[config.mk]
export PLATFORM = sky130hd
export DESIGN_NAME = cacheline_adaptor
export DESIGN_NICKNAME = d
export VERILOG_FILES = /design/src/rtl/cacheline_adaptor.sv
export SDC_FILE = /design/constraint.sdc
export NUM_CORES = 1
export LEC_CHECK = 0
export ABC_CLOCK_PERIOD_IN_PS = 19200
export CAP_MARGIN = 10
export CORE_AREA = 3 3 278 280
export DETAILED_ROUTE_END_ITERATION = 10
export DIE_AREA = 0 0 281 283
export PLACE_DENSITY = 0.56
export SLEW_MARGIN = 10
export SYNTH_ARGS = -nofsm -noshare
export SYNTH_HDL_FRONTEND = slang
export SYNTH_SLANG_ARGS = --single-unit
[constraint.sdc]
create_clock -name clk -period 19.2 [get_ports clk]
set_input_delay 1.92 -clock clk [delete_from_list [all_inputs] [get_ports clk]]
set_output_delay 1.92 -clock clk [all_outputs]
set_load 0.01 [all_outputs]
[src/rtl/cacheline_adaptor.sv]
// Cache-line <-> memory-burst adaptor: a full-line read/write becomes BEATS narrow beats, beat 0 least significant.
// Latency: BEATS+2 cycles request-to-resp with no gaps; beat gaps (burst_resp_i=0) simply stall the counter.
module cacheline_adaptor #(
    parameter int LINE_WIDTH  = 256,
    parameter int BURST_WIDTH = 64,
    parameter int ADDR_WIDTH  = 32
) (
    input  logic                   clk,
    input  logic                   rst,
    input  logic                   line_read_i,
    input  logic                   line_write_i,
    input  logic [ADDR_WIDTH-1:0]  line_addr_i,
    input  logic [LINE_WIDTH-1:0]  line_i,
    output logic [LINE_WIDTH-1:0]  line_o,
    output logic                   line_resp_o,
    output logic                   burst_read_o,
    output logic                   burst_write_o,
    output logic [ADDR_WIDTH-1:0]  burst_addr_o,
    output logic [BURST_WIDTH-1:0] burst_o,
    input  logic [BURST_WIDTH-1:0] burst_i,
    input  logic                   burst_resp_i
);

    localparam int BEATS = LINE_WIDTH / BURST_WIDTH;
    localparam int CW    = $clog2(BEATS);
    localparam logic [ADDR_WIDTH-1:0] ALIGN_MASK = ~ADDR_WIDTH'(LINE_WIDTH / 8 - 1);

    localparam logic [1:0] IDLE  = 2'd0;
    localparam logic [1:0] READ  = 2'd1;
    localparam logic [1:0] WRITE = 2'd2;
    localparam logic [1:0] DONE  = 2'd3;

    logic [1:0]            state;
    logic [CW-1:0]         count;
    logic [LINE_WIDTH-1:0] wbuf;
    logic [LINE_WIDTH-1:0] line_q;
    logic [ADDR_WIDTH-1:0] addr_q;
    logic                  last_beat;

    assign last_beat = burst_resp_i && (count == CW'(BEATS - 1));

    always_ff @(posedge clk or posedge rst) begin
        if (rst) begin
            state  <= IDLE;
            count  <= '0;
            wbuf   <= '0;
            line_q <= '0;
            addr_q <= '0;
        end else begin
            case (state)
                IDLE: begin
                    // Write has priority when both requests arrive together.
                    if (line_write_i) begin
                        wbuf   <= line_i;
                        addr_q <= line_addr_i & ALIGN_MASK;
                        state  <= WRITE;
                    end else if (line_read_i) begin
                        addr_q <= line_addr_i & ALIGN_MASK;
                        state  <= READ;
                    end
                end
                READ: begin
                    if (burst_resp_i) begin
                        for (int b = 0; b < BEATS; b++) begin
                            if (count == CW'(b))
                                line_q[b*BURST_WIDTH +: BURST_WIDTH] <= burst_i;
                        end
                        if (last_beat) begin
                            count <= '0;
                            state <= DONE;
                        end else begin
                            count <= count + CW'(1);
                        end
                    end
                end
                WRITE: begin
                    if (burst_resp_i) begin
                        if (last_beat) begin
                            count <= '0;
                            state <= DONE;
                        end else begin
                            count <= count + CW'(1);
                        end
                    end
                end
                DONE: begin
                    addr_q <= '0;
                    state  <= IDLE;
                end
                default: state <= IDLE;
            endcase
        end
    end

    always_comb begin
        burst_o = '0;
        if (state == WRITE) begin
            for (int b = 0; b < BEATS; b++) begin
                if (count == CW'(b))
                    burst_o = wbuf[b*BURST_WIDTH +: BURST_WIDTH];
            end
        end
    end

    assign burst_read_o  = (state == READ);
    assign burst_write_o = (state == WRITE);
    assign line_resp_o   = (state == DONE);
    assign burst_addr_o  = addr_q;
    assign line_o        = line_q;

endmodule
==> impl_metrics.json, run 1 <==
{
  "htreeDepth": 3,
  "async_reset_ff_frac": 1.00,
  "die_height_um": 283,
  "cts_resized": 0,
  "coreArea_um2": 74700,
  "max_freq_mhz": 164,
  "status": "finished, final reports clean",
  "first_pass_iters": 4,
  "synth_area_leader_cell": "dfrtp_1",
  "grt_start_max_net_pins": 177,
  "mappedNetlistArea_um2": 22300,
  "io-pin-count": 712,
  "cts_tree": "built",
  "total_power_mw": 5.57,
  "worstPathRequired_ns": 17.28,
  "hp-class": "reg -> reg",
  "first_global_vias": 17200,
  "wl_met2_mm": 36.8,
  "grt_usage": 0.185,
  "wl_mm": 75.5,
  "synth.distinct_cells": 27,
  "switching_share": 0.325,
  "end_kind": "primary output",
  "initial_core_util": 0.298,
  "vias_per_cell": 4.83,
  "drive_above_1_share": 0.286,
  "gr-total-overflow": 0,
  "fp.dieW_um": 281,
  "initialDrtViolationCount": 633,
  "m1WireLength_mm": 28.8,
  "hold_buffers": 0,
  "synth_top_area_frac": 0.611,
  "vias": 15700,
  "clkTransAtPathRegs_ns": 0.06,
  "yosysWarnings": 0,
  "wl_per_cell_um": 23.1,
  "setup_viol": 0,
  "ir_worst_vdd_uv": 103,
  "postSynthCellCount": 1545,
  "ys_seq_area_frac": 0.611,
  "port_buffers": 701,
  "power.leakage_nw": 13.4,
  "holdWs_ns": 0.497,
  "gp_congestion": 0.777,
  "nNetsFinal": 2593,
  "synth_ff_type": "dfrtp_1",
  "detail-route-antenna-nets": 0,
  "yosys_register_bits": 543,
  "worst_pin_slew_ns": 1.11,
  "synth_area_leaders": "dfrtp_1 (61%), mux2_2 (26%), o21ai_0 (3.3%)",
  "stdcell_area_um2": 32400,
  "period_share": 0.317,
  "cp-start-kind": "flop",
  "intPower_mw": 3.76,
  "highest_layer": "met5",
  "synth-edff-count": 0,
  "avgSynthCellArea_um2": 14.4,
  "worstPathMaxFanout": 49,
  "final_cells": 3261,
  "cts_sinks": 543,
  "path_class": "reg -> out",
  "dieArea_um2": 79500,
  "antenna_found_initial": 18,
  "rsz0062_at_grt": "false",
  "clockPowerShare": 0.226,
  "placed_area_um2": 30100,
  "comb_power_share": 0.414,
  "synthTopCellsByCount": "dfrtp_1 (543), mux2_2 (513), o21ai_0 (145)",
  "cts_buffers": 67,
  "maxSlewViolCount": 0,
  "ff2ff_path_depth": 6,
  "grt_pass1_wl_mm": 111,
  "yosysMostFrequentCell": "dfrtp_1",
  "fin_skew_ns": 0.0168,
  "cp.arrival_ns": 4.16,
  "seq_power_share": 0.360,
  "tns_ns": 0,
  "area_delta_synth_final_pct": 45.4,
  "rows": 100,
  "drc": 0,
  "power.density_nw_per_um2": 172,
  "dp_hpwl_mm": 51.4,
  "insertion_delay_ns": 0.58,
  "wl_met3_mm": 7.71,
  "drv_cap": 0,
  "placedCellCount": 3127,
  "fin_crit_ns": 6.08,
  "power_switching_mw": 1.81,
  "cts_root_buffer": "clkbuf_16",
  "hold_depth": 1,
  "cts_buffer_depth": 3,
  "final-hold-violation-count": 0,
  "postCtsSetupRepairBufs": 0,
  "relSlewSlack": 0.263
}
[worst paths after layout]
kind | startpoint | end | slack, ns
worst max register to register | state[0]$_DFFE_PP0P_ | wbuf[243]$_DFFE_PP0P_ | 15.91
max in group asynchronous | rst | wbuf[152]$_DFFE_PP0P_ | 15.07
worst min register to register | wbuf[137]$_DFFE_PP0P_ | wbuf[137]$_DFFE_PP0P_ | 0.50
worst min-delay path | wbuf[137]$_DFFE_PP0P_ | wbuf[137]$_DFFE_PP0P_ | 0.50
worst max-delay path | state[0]$_DFFE_PP0P_ | burst_o[58] | 13.12
min in group asynchronous | rst | line_o[178]$_DFFE_PP0P_ | 1.85
[critical path, cell delays in order, from the launching register on]
cell	delay (ns)
dfrtp_1	0.39
inv_1	0.14
ha_1	0.17
buf_4	0.37
nor2b_4	0.49
buf_4	0.61
o21ai_0	0.17
o21ai_0	0.53
clkdlybuf4s50_1	0.66
[routing by layer]
metal,global-route usage,vias to the layer above
met5,0,-
met2,0.310,579
met3,0.0772,121
li1,-,6989
met4,0.0671,8
met1,0.210,8040
[state kept, by name, summed over array words and instances (netlist names)]
register and cells:
wbuf 256, line_o 256, count 2, burst_addr_o 27
state 2
[layout make-up]
class / instances / area [um2]
Antenna cell: 19 / 47.5
Clock buffer: 100 / 2000
Clock inverter: 15 / 205
Fill cell: 6818 / 42300
Inverter: 33 / 131
Multi-Input combinational cell: 857 / 7960
Sequential cell: 543 / 13600
Tap cell: 969 / 1210
Timing Repair Buffer: 725 / 7210
[kinds of logic after synthesis]
kind of cell,synth area share
compound gates,0.0715
fa+ha+maj,0.00506
buf+inv,0.0351
flops,0.611
mux,0.261
other cells,0.000169
simple gates,0.0165
[cells in the final DEF (no fill, tap or decap), types with 16 or more instances in the layout]
cell / synthesis / layout
clkdlybuf4s50_1: 0 / 701
dfrtp_1: 543 / 543
mux2_2: 513 / 513
o21ai_0: 145 / 145
clkbuf_16: 0 / 69
a221oi_1: 64 / 64
nand2_1: 44 / 43
inv_1: 32 / 31
o41ai_1: 27 / 27
nand3_1: 24 / 24
buf_4: 7 / 23
diode_2: 0 / 19
clkbuf_8: 0 / 16
[power by group through the flow]
stage                     Sequential (mW)  Combinational, mW  Clock (mW)
final                                2.01               2.30        1.26
after global routing                 2.07               2.47        1.34
after CTS                            2.00               2.34        1.30
after detailed placement             2.02               2.33           0
after global placement               1.99               2.30           0
after floorplan                      2.10               1.05           0
[stage by stage]
step / util / worst slack, ns
after floorplan: - / 2.10
after global placement: 0.403 / 13.67
after detailed placement: 0.403 / 13.62
after CTS: 0.433 / 12.96
after global routing: 0.433 / 12.98
final: 0.433 / 13.12
Power figures use the tool's default switching activity.
==> inputs of run 2 (changes only) <==
ABC_CLOCK_PERIOD_IN_PS = 6300   (was 19200)
clock period = 6.3 ns   (was 19.2 ns; I/O delays follow)
==> run 2 against run 1 <==
Against the previous run: worst hold slack worse by 0.018 ns; total power grew to 3.1 times the previous value; sequential power rose to 3.0 times the previous value; global-route usage is 0.31 points higher; design area is essentially flat; via count is 0.46% lower; die area stayed put; clock skew rose by 0.0032 ns; first-iteration DRC count up 9.5%; non-clock buffer count is 2 higher; routed wire length grew 0.19%; worst setup slack worse by 12 ns; largest power group unchanged.
==> impl_metrics.json, run 2 (synthesis results as in run 1) <==
{
  "mostFrequentLayoutCell": "clkdlybuf4s50_1",
  "insertion_delay_ns": 0.60,
  "rsz0062_at_grt": "false",
  "endpoint": "burst_o[53]",
  "gp_congestion": 0.797,
  "seq_power_share": 0.361,
  "grt_start_max_net_pins": 159,
  "power.density_nw_per_um2": 525,
  "tns_ns": 0,
  "status": "finished, final reports clean",
  "detail-route-antenna-nets": 0,
  "drv_cap": 0,
  "gr-total-overflow": 0,
  "end_kind": "primary output",
  "cts_buffers": 66,
  "wl_mm": 75.6,
  "clockPowerShare": 0.223,
  "coreArea_um2": 74700,
  "cts_tree": "built",
  "hold_buffers": 0,
  "grt_pass1_wl_mm": 113,
  "regToRegStartpoint": "count[0]$_DFFE_PP0P_",
  "holdWs_ns": 0.479,
  "final-hold-violation-count": 0,
  "intPower_mw": 11.4,
  "initial_core_util": 0.298,
  "first_global_vias": 17500,
  "maxSlewViolCount": 0,
  "num-fill-cells": 6982,
  "fin_crit_ns": 4.77,
  "cts_buffer_depth": 3,
  "setup_viol": 0,
  "grt_usage": 0.188,
  "ir_worst_vdd_uv": 298,
  "drc": 0,
  "cts_root_buffer": "clkbuf_16",
  "hp-class": "in -> async",
  "reg2reg_slack_ns": 3.05,
  "period_share": 0.757,
  "relSlewSlack": 0.288,
  "vias_per_cell": 4.81,
  "cts_resized": 0,
  "rows": 100,
  "wl_per_cell_um": 23.2,
  "area_delta_synth_final_pct": 45.5,
  "die_height_um": 283,
  "fin_skew_ns": 0.0201,
  "postCtsSetupRepairBufs": 0,
  "cp-start-kind": "flop",
  "mostFrequentLayoutCells": "clkdlybuf4s50_1 (701), dfrtp_1 (543), mux2_2 (513)",
  "worstPathMaxFanout": 39,
  "ff2ff_path_depth": 6,
  "placed_area_um2": 30200,
  "crit_start": "state[0]$_DFFE_PP0P_",
  "initialDrtViolationCount": 693,
  "htreeDepth": 3,
  "max_freq_mhz": 210,
  "dieArea_um2": 79500,
  "power.leakage_nw": 13.4,
  "first_pass_iters": 4,
  "port_buffers": 701,
  "switching_share": 0.328,
  "worstPathRequired_ns": 5.67,
  "cts_sinks": 543,
  "vias": 15700,
  "worst_pin_slew_ns": 1.07,
  "antenna_found_initial": 21,
  "path_class": "reg -> out",
  "comb_power_share": 0.415,
  "drive_above_1_share": 0.287,
  "dp_hpwl_mm": 52.3,
  "nNetsFinal": 2594,
  "power_switching_mw": 5.57,
  "cp.arrival_ns": 4.14,
  "stdcell_area_um2": 32400,
  "io-pin-count": 712,
  "r2r_end": "line_o[154]$_DFFE_PP0P_",
  "clkTransAtPathRegs_ns": 0.05,
  "fp.dieW_um": 281
}
-- run 2: cell count changes in the layout (fill, tap and decap cells not counted), sizes merged --
| cell | change |
|---|---|
| diode | -5 |
| clkbuf | -5 |
| clkinvlp | +4 |
| clkinv | +2 |
| buf | +2 |
-- run 2: worst min path at each step --
stage | start | to | cells after the start
after global routing | rst | line_o[52]$_DFFE_PP0P_ | 2
after detailed placement | wbuf[150]$_DFFE_PP0P_ | wbuf[150]$_DFFE_PP0P_ | 1
after global placement | wbuf[150]$_DFFE_PP0P_ | wbuf[150]$_DFFE_PP0P_ | 1
after CTS | rst | line_o[244]$_DFFE_PP0P_ | 2
after floorplan | wbuf[128]$_DFFE_PP0P_ | wbuf[128]$_DFFE_PP0P_ | 1
final | rst | line_o[244]$_DFFE_PP0P_ | 2
-- run 2: power by group through the flow --
stage	clock network (mW)	registers, mW	logic, mW
finish	3.80	6.13	7.06
global route	4.07	6.34	7.60
CTS	3.93	6.13	7.18
detailed placement	0	6.16	7.15
global placement	0	6.07	7.05
floorplan	0	6.39	3.20
-- run 2: layout make-up --
cell class | count | area [um2] | area share
inverter | 33 | 128 | 0.00394
tap | 969 | 1210 | 0.0375
clock inverter | 21 | 240 | 0.00742
multi-input combinational | 857 | 7960 | 0.246
antenna | 14 | 35.0 | 0.00108
clock buffer | 95 | 1930 | 0.0597
timing repair buffer | 727 | 7270 | 0.225
sequential | 543 | 13600 | 0.420
-- run 2: worst max-delay path: stages, from the launching register on --
cell and delay [ns]:
dfrtp_1 0.40, inv_1 0.13, ha_1 0.16, buf_4 0.34, nor2b_4 0.93, buf_4 0.46
o21ai_0 0.15, o21ai_0 0.28, clkdlybuf4s50_1 0.65
-- run 2: through the flow --
| stage | setup slack, ns | cells | utilization | total power [mW] |
|---|---|---|---|---|
| 4_1_cts | 1.42 | 3245 | 0.433 | 17.2 |
| 2_1_floorplan | -1.72 | 1549 | - | 9.59 |
| 6_report | 1.53 | 3259 | 0.433 | 17.0 |
| 3_5_place_dp | 2.09 | 3129 | 0.404 | 13.3 |
| 5_1_grt | 1.29 | 3257 | 0.433 | 18.0 |
| 3_3_place_gp | 2.14 | 3129 | 0.404 | 13.1 |
-- run 2: routing by layer --
| metal | share of wire | vias up | GRT usage |
|---|---|---|---|
| met2 | 0.49 | 564 | 0.313 |
| li1 | - | 6976 | - |
| met1 | 0.38 | 7967 | 0.214 |
| met3 | 0.096 | 144 | 0.0788 |
| met5 | 0.0011 | - | 0 |
| met4 | 0.035 | 14 | 0.0694 |
==> inputs of run 3 (changes only) <==
ABC_CLOCK_PERIOD_IN_PS = 3860   (was 6300)
PLACE_DENSITY = 0.58   (was 0.56)
clock period = 3.86 ns   (was 6.3 ns; I/O delays follow)
==> run 3 against run 2 <==
Against the previous run: design area grew 1.4%; worst setup slack lost 1.4 ns; clock-buffer cell count decreased by 1; total power is 66% higher; die area is the same; sequential cell count stayed put; critical path type unchanged; critical endpoint is now burst_o[10]; sequential share of layout area fell by 0.57 points; register-to-register slack worse by 1.5 ns.
==> impl_metrics.json, run 3 (synthesis results as in run 1) <==
{
  "first_global_vias": 17500,
  "maxSlewViolCount": 0,
  "reg2reg_slack_ns": 1.51,
  "cts_root_buffer": "clkbuf_16",
  "ff2ff_path_depth": 5,
  "wl_mm": 77.3,
  "path_class": "reg -> out",
  "dp_hpwl_mm": 55.6,
  "status": "finished, final reports clean",
  "worstPathMaxFanout": 25,
  "stdcell_area_um2": 32800,
  "worstPathRequired_ns": 3.47,
  "rsz0062_at_grt": "false",
  "power.density_nw_per_um2": 858,
  "fp.dieW_um": 281,
  "wl_per_cell_um": 23.5,
  "relSlewSlack": 0.288,
  "comb_power_share": 0.422,
  "gr-total-overflow": 0,
  "cts_resized": 0,
  "rows": 100,
  "placedCellCount": 3155,
  "mostFrequentLayoutCell": "clkdlybuf4s50_1",
  "final-hold-violation-count": 0,
  "intPower_mw": 18.9,
  "ir_worst_vdd_uv": 451,
  "placed_area_um2": 30500,
  "antenna_found_initial": 17,
  "nNetsFinal": 2628,
  "power.leakage_nw": 13.7,
  "final_cells": 3288,
  "vias_per_cell": 4.82,
  "switching_share": 0.329,
  "power_switching_mw": 9.27,
  "seq_power_share": 0.356,
  "clkTransAtPathRegs_ns": 0.05,
  "total_power_mw": 28.2,
  "mostFrequentLayoutCells": "clkdlybuf4s50_1 (701), dfrtp_1 (543), mux2_2 (513)",
  "die_height_um": 283,
  "grt_usage": 0.190,
  "initialDrtViolationCount": 747,
  "crit_start": "count[0]$_DFFE_PP0P_",
  "vias": 15900,
  "gp_congestion": 0.805,
  "holdWs_ns": 0.212,
  "io-pin-count": 712,
  "fin_crit_ns": 3.71,
  "period_share": 0.960,
  "drv_cap": 0,
  "area_delta_synth_final_pct": 47.5,
  "coreArea_um2": 74700,
  "hp-class": "in -> async",
  "grt_pass1_wl_mm": 115,
  "worst_pin_slew_ns": 1.07,
  "cts_tree": "built",
  "area.sequential_um2": 13600,
  "multi_input_comb_area_um2": 7990,
  "insertion_delay_ns": 0.60,
  "first_pass_iters": 4,
  "cp.arrival_ns": 3.32,
  "clockPowerShare": 0.222,
  "fin_skew_ns": 0.0299,
  "regToRegStartpoint": "state[1]$_DFFE_PP0P_",
  "drc": 0,
  "drive_above_1_share": 0.296,
  "setup_viol": 0,
  "dieArea_um2": 79500,
  "cts_buffers": 66,
  "hold_buffers": 0,
  "grt_start_max_net_pins": 105,
  "end_kind": "primary output",
  "detail-route-antenna-nets": 0,
  "cp-start-kind": "flop",
  "initial_core_util": 0.298,
  "htreeDepth": 3,
  "cts_sinks": 543,
  "num-fill-cells": 6787,
  "cts_buffer_depth": 3,
  "port_buffers": 701,
  "max_freq_mhz": 270
}
## run 3: per-layer routing
metal  vias to the layer above  routed length (um)  GRT usage
met5                         -                  79          0
met4                        12                2650     0.0708
met3                       131                7200     0.0754
met2                       565               37600      0.320
met1                      8104               29700      0.216
li1                       7049                   -          -
## run 3: area by class of cell
type,count,share of cell area
multi-input cells,857,0.243
clock inverters,22,0.0104
inverters,33,0.00389
diodes,9,0.000686
well taps,969,0.0369
clock buffers,94,0.0563
flip-flops and latches,543,0.414
repair buffers,761,0.234
## run 3: what timing repair did
action                                  CTS  global route
gates cloned                              0             0
endpoints found under the setup margin    3             1
buffers inserted                          4             4
hold endpoints to repair                  0             0
## run 3: final timing paths
check / endpoint
max in group asynchronous: line_o[172]$_DFFE_PP0P_
worst max-delay path: burst_o[10]
worst min register to register: wbuf[155]$_DFFE_PP0P_
worst min-delay path: wbuf[205]$_DFFE_PP0P_
worst max register to register: line_o[11]$_DFFE_PP0P_
min in group clk: burst_addr_o[25]$_DFFE_PP0P_
## run 3: worst max-delay path, cell delays in order (launching register included)
cell	delay (ns)
dfrtp_1	0.46
inv_1	0.13
ha_4	0.28
inv_2	0.43
buf_4	0.39
o21ai_0	0.11
o21ai_0	0.26
clkdlybuf4s50_1	0.66
## run 3: through the flow
stage	TNS (ns)	utilization	worst slack [ns]
floorplan	-2124.18	-	-3.91
CTS	0	0.439	0.0969
global placement	0	0.409	0.631
global route	0	0.439	0.000665
finish	0	0.439	0.154
detailed placement	0	0.409	0.624
## run 3: power groups by stage
stage	logic, mW	clock network [mW]	registers, mW
floorplan	5.23	0	10.4
global placement	11.8	0	9.94
detailed placement	11.9	0	10.1
CTS	12.0	6.45	10.0
global route	12.7	6.68	10.4
finish	11.9	6.24	10.0
